$ cat src/rtl/pdm_decoder_if.sv
// Sample output channel of the PDM decoder: registered PCM sample with a
// valid/ready handshake plus the sticky overrun flag.
interface pdm_decoder_if #(
    parameter int unsigned WIDTH = 10
);
    logic [WIDTH-1:0] data;
    logic             valid;
    logic             ready;
    logic             overrun;

    // Producer side (the decoder)
    modport master (
        output data,
        output valid,
        output overrun,
        input  ready
    );

    // Consumer side (readback logic)
    modport slave (
        input  data,
        input  valid,
        input  overrun,
        output ready
    );
endinterface

$ cat src/rtl/pdm_decoder.sv
// PDM decoder: synchronises a 1-bit PDM stream, counts ones over a boxcar window of
// 2^DECIM_LOG2 divided-clock samples and publishes the scaled, saturated count as a
// WIDTH-bit PCM sample through a valid/ready channel with a sticky overrun flag.
module pdm_decoder #(
    parameter int unsigned WIDTH       = 10,
    parameter int unsigned DECIM_LOG2  = 10,
    parameter int unsigned CLKDIV      = 1,
    parameter int unsigned SYNC_STAGES = 2
) (
    input  logic          clk,
    input  logic          rst,
    input  logic          i_en,
    input  logic          i_pdm_in,
    pdm_decoder_if.master o_pcm
);

    localparam int unsigned DivW = (CLKDIV > 1) ? $clog2(CLKDIV) : 1;
    localparam logic [DivW-1:0] DivLast = DivW'(CLKDIV - 1);

    // Synchroniser
    logic [SYNC_STAGES-1:0] r_sync;
    logic                   w_bit;

    // Sample divider and window state
    logic [DivW-1:0]       r_div;
    logic [DECIM_LOG2-1:0] r_win_cnt;
    logic [DECIM_LOG2:0]   r_acc;
    logic                  w_tick;
    logic                  w_win_end;
    logic [DECIM_LOG2:0]   w_sum;
    logic [WIDTH-1:0]      w_res;

    // Output channel state
    logic [WIDTH-1:0] r_data;
    logic             r_valid;
    logic             r_overrun;
    logic             w_xfer;

    assign w_bit = r_sync[SYNC_STAGES-1];

    // Synchroniser shift register; keeps running while decoding is disabled
    always_ff @(posedge clk) begin
        if (rst) begin
            r_sync <= '0;
        end else begin
            r_sync <= {r_sync[SYNC_STAGES-2:0], i_pdm_in};
        end
    end

    // A tick marks the cycle on which one synchronised bit enters the window
    assign w_tick    = i_en && (r_div == DivLast);
    assign w_win_end = w_tick && (r_win_cnt == '1);
    // Ones count including the bit accepted on this tick
    assign w_sum     = r_acc + {{DECIM_LOG2{1'b0}}, w_bit};

    // Divider counts 0..CLKDIV-1; held at zero while disabled so enable starts a full period
    always_ff @(posedge clk) begin
        if (rst || !i_en) begin
            r_div <= '0;
        end else if (w_tick) begin
            r_div <= '0;
        end else begin
            r_div <= r_div + DivW'(1);
        end
    end

    // Window position and running ones count; disable discards a partial window
    always_ff @(posedge clk) begin
        if (rst || !i_en) begin
            r_win_cnt <= '0;
            r_acc     <= '0;
        end else if (w_tick) begin
            r_win_cnt <= r_win_cnt + DECIM_LOG2'(1);
            r_acc     <= w_win_end ? '0 : w_sum;
        end
    end

    // Scale the window count to WIDTH bits by truncation; only a full all-ones window can
    // reach 2^WIDTH, which is clipped to full scale.
    if (DECIM_LOG2 >= WIDTH) begin : g_scale_down
        logic [DECIM_LOG2:0] w_shifted;
        assign w_shifted = w_sum >> (DECIM_LOG2 - WIDTH);
        assign w_res     = (|w_shifted[DECIM_LOG2:WIDTH]) ? '1 : w_shifted[WIDTH-1:0];
    end else begin : g_scale_up
        logic [WIDTH:0] w_shifted;
        assign w_shifted = {w_sum, {(WIDTH - DECIM_LOG2){1'b0}}};
        assign w_res     = w_shifted[WIDTH] ? '1 : w_shifted[WIDTH-1:0];
    end

    assign w_xfer = r_valid && o_pcm.ready;

    // Output register and handshake; a new sample always wins, losing an untaken one is flagged
    always_ff @(posedge clk) begin
        if (rst) begin
            r_data    <= '0;
            r_valid   <= 1'b0;
            r_overrun <= 1'b0;
        end else if (w_win_end) begin
            r_data  <= w_res;
            r_valid <= 1'b1;
            if (r_valid && !o_pcm.ready) begin
                r_overrun <= 1'b1;
            end
        end else if (w_xfer) begin
            r_valid <= 1'b0;
        end
    end

    assign o_pcm.data    = r_data;
    assign o_pcm.valid   = r_valid;
    assign o_pcm.overrun = r_overrun;

endmodule
$ cat src/flat_wrapper.sv
// flat-port wrapper written by rule: the top's interface ports become plain ports
module pdm_decoder_flat 
#(
    parameter int unsigned WIDTH       = 10,
    parameter int unsigned DECIM_LOG2  = 10,
    parameter int unsigned CLKDIV      = 1,
    parameter int unsigned SYNC_STAGES = 2
)
  (clk, rst, i_en, i_pdm_in, o_pcm_data, o_pcm_valid, o_pcm_overrun, o_pcm_ready);
  pdm_decoder_if #(.WIDTH(WIDTH)) o_pcm_i ();
  input  logic clk;
  input  logic rst;
  input  logic i_en;
  input  logic i_pdm_in;
  output wire logic [$bits(o_pcm_i.data)-1:0] o_pcm_data;
  output wire logic [$bits(o_pcm_i.valid)-1:0] o_pcm_valid;
  output wire logic [$bits(o_pcm_i.overrun)-1:0] o_pcm_overrun;
  input wire logic [$bits(o_pcm_i.ready)-1:0] o_pcm_ready;
  assign o_pcm_data = o_pcm_i.data;
  assign o_pcm_valid = o_pcm_i.valid;
  assign o_pcm_overrun = o_pcm_i.overrun;
  assign o_pcm_i.ready = o_pcm_ready;
  pdm_decoder #(.WIDTH(WIDTH), .DECIM_LOG2(DECIM_LOG2), .CLKDIV(CLKDIV), .SYNC_STAGES(SYNC_STAGES)) u_core (.clk(clk), .rst(rst), .i_en(i_en), .i_pdm_in(i_pdm_in), .o_pcm(o_pcm_i));
endmodule
$ cat config.mk
export PLATFORM = sky130hd
export DESIGN_NAME = pdm_decoder_flat
export DESIGN_NICKNAME = d
export VERILOG_FILES = /design/src/rtl/pdm_decoder_if.sv /design/src/rtl/pdm_decoder.sv /design/src/flat_wrapper.sv
export SDC_FILE = /design/constraint.sdc
export NUM_CORES = 1
export LEC_CHECK = 0
export CAP_MARGIN = 0
export CORE_MARGIN = 2
export CORE_UTILIZATION = 59
export DETAILED_ROUTE_END_ITERATION = 12
export HOLD_SLACK_MARGIN = 0.03
export PLACE_DENSITY = 0.83
export SLEW_MARGIN = 20
export SYNTH_ARGS = -nofsm -noshare
export SYNTH_HDL_FRONTEND = slang
export SYNTH_SLANG_ARGS = --single-unit
$ cat constraint.sdc
create_clock -name clk -period 4.94 [get_ports clk]
set_input_delay 1.482 -clock clk [delete_from_list [all_inputs] [get_ports clk]]
set_output_delay 1.482 -clock clk [all_outputs]
set_load 0.005 [all_outputs]
==> metrics.yaml <==
cts_buffer_depth: 2
maxSlewViolCount: 0
setup_violations: 0
synthCells: 180
critPathLaunch: "i_en"
synth_top_area_share_pct: 44.5
clk_pin_slew_ns: 0.10
rsz0062_at_grt: "false"
cp.arrival_ns: 3.49
timing.rr.end: "u_core.o_pcm.data[2]"
cp_data_required_time_ns: 5.20
status: "completed"
synth-edff-count: 0
cts_tree: "built"
dr_wl_met2_mm: 1.40
synth_cell_types: 37
routed-wl-met3_um: 183
critPathMaxStageDelay_ns: 0.66
drtAntennaViolNets: 0
grt_max_degree: 19
dp_hpwl_mm: 2.16
worst-r2r-cell-count: 5
dr.max_layer_used: "met4"
hold_path.class: "flop to flop"
die_h_um: 56.4
syn_avg_cell_area_um2: 8.99
cts_resized: 0
drc: 0
first_iter_violations: 36
cp_num_buf_inv: 1
firstDrtPassIters: 4
port_buffers: 16
cp-start-kind: "input pin"
syn_nets: 188
gp_congestion: 0.803
worstSetupPathType: "input pin to flop"
hold_end: "u_core.r_sync[1]"
grt-ovfl-total: 0
fin_setup_tns_ns: 0
power_mw: 0.482
ff2ff_setup_slack_ns: 2.93
power_density_nw_per_um2: 261
start_util_pct: 63.6
cts_made_buffers: 5
synth_area_um2: 1620
area_delta_synth_final_pct: 13.9
yosys-top-cells-area: "dfxtp_1 (45%), nor2_1 (5.1%), xor2_1 (4.9%)"
hold_viol_final: 0
ys.flop_type: "dfxtp_1"
crit_path_end_kind: "flop"
crit_fanout: 13
drt_wl_total_mm: 2.99
critical-path-top-delay-family: "simple AND/OR/NAND/NOR gates"
async_flop_share_pct: 0
ios: 17
hold_start: "u_core.r_sync[0]"
synth_most_common_cell: "dfxtp_1"
yosysSeqAreaShare_pct: 44.5
antenna_found_initial: 0
hold_buffers: 0
finalClockSkew_ns: 0.00448
worst_pin_slew_ns: 0.769
yosysTopAreaCell: "dfxtp_1"
fin_crit_sh_pct: 65.3
fmax_ghz: 0.310
drive_above_1_share_pct: 6.63
grt_use_total_pct: 20.3
fp.coreArea_um2: 2540
yosys-top-cells-count: "dfxtp_1 (36), nor2_1 (22), nand2_1 (15)"
synth-seq-cells: 36
antenna_cells: 0
fin_nets: 204
path_cells: "clkdlybuf4s50_1 -> nor2b_1 -> nand4_1 -> or3_1 -> a21oi_1"
grt_pass1_wl_mm: 5.00
die_w_um: 56.4
m1WireLength_mm: 1.34
irDropWorstVdd_v: 0.000190
slew_headroom_pct: 48.6
cts_sinks: 36
slowest_stage: "nor2b_1"
rows: 18
die_area_um2: 3180
cts-root-buf: "clkbuf_4"
clock_latency_ns: 0.34
drt-wirelength-per-cell_um: 13.2
vias_per_cell: 5.93
maxCapViolCount: 0
htreeDepth: 2
whs_path_depth: 1
fillCellCount: 189
grt_pass1_vias: 1135
r2r_start: "u_core.r_win_cnt[0]"
min_period_ns: 3.22
postLayoutCoreUtil_pct: 72.4
num_vias: 1341
leakagePower_nw: 0.622
yosysWarnings: 0
post_cts_buffers: 0
metal layers:
layer  GRT usage [%]  vias up
met5               0        -
met4            8.16        0
met3            8.53       11
met2            30.4       48
met1            25.6      606
li1                -      676
metrics by stage:
step	instances	hold WS (ns)	setup WS [ns]	area [um2]
after detailed placement	219	0.428	1.36	1780
after CTS	226	0.453	1.71	1840
final	226	0.446	1.72	1840
after global routing	226	0.459	1.54	1840
after global placement	219	0.434	1.46	1780
after floorplan	180	0.414	2.32	1620
cells by family (layout without fill, tap and decap cells):
family                   count (synthesis)  after routing  synth area share [%]
other                                    1              1                 0.232
adder cells (fa/ha/maj)                  3              3                  2.32
AO/OA/AOI/OAI                           32             32                  13.8
buffers and inverters                   10             26                  3.25
XOR/XNOR                                14             14                  7.58
AND/OR/NAND/NOR                         83             83                  27.7
multiplexers                             1              1                 0.619
flip-flops                              36             36                  44.5
worst max path at each step:
stage,to,cells past startpoint
2_1_floorplan,u_core.o_pcm.data[2],5
3_3_place_gp,u_core.r_acc[9],5
3_5_place_dp,u_core.r_win_cnt[9],5
4_1_cts,u_core.r_win_cnt[9],5
5_1_grt,u_core.r_win_cnt[7],5
6_report,u_core.r_win_cnt[9],5
flip-flops by register name (all words and copies together), names as in the netlist:
signal                cells
u_core.r_acc             11
u_core.o_pcm.data        10
u_core.r_win_cnt         10
u_core.r_sync             2
u_core.o_pcm.overrun      1
u_core.o_pcm.valid        1
u_core.r_div              1
cells in the final DEF (no fill, tap or decap), drive strengths merged, types with 2 or more instances in the layout:
master         instances
and4                   3
a21oi                  8
nand4                  5
nor4                   4
dfxtp                 36
ha                     3
and3                   2
o21ai                 10
clkdlybuf4s50         16
inv                    2
nor3                   7
clkbuf                 7
xor2                   9
a211oi                 8
xnor2                  5
nand2                 15
a32o                   3
nor2                  22
or3                    5
nand2b                 3
nand3                  9
nor2b                  4
power by group:
part / internal [mW] / total [mW] / switching (mW)
Combinational: 0.00617 / 0.0162 / 0.0100
Clock: 0.0807 / 0.172 / 0.0918
Sequential: 0.292 / 0.293 / 0.00128
Total: 0.379 / 0.482 / 0.103
cell type report:
type / instances / area [um2] / share of cell area [%]
inverter: 2 / 7.51 / 0.407
timing repair buffer: 17 / 168 / 9.10
sequential: 36 / 721 / 39.1
multi-input combinational: 134 / 845 / 45.8
clock buffer: 7 / 65.1 / 3.53
tap: 30 / 37.5 / 2.04
Note: power is estimated with default switching activity, not from simulation.
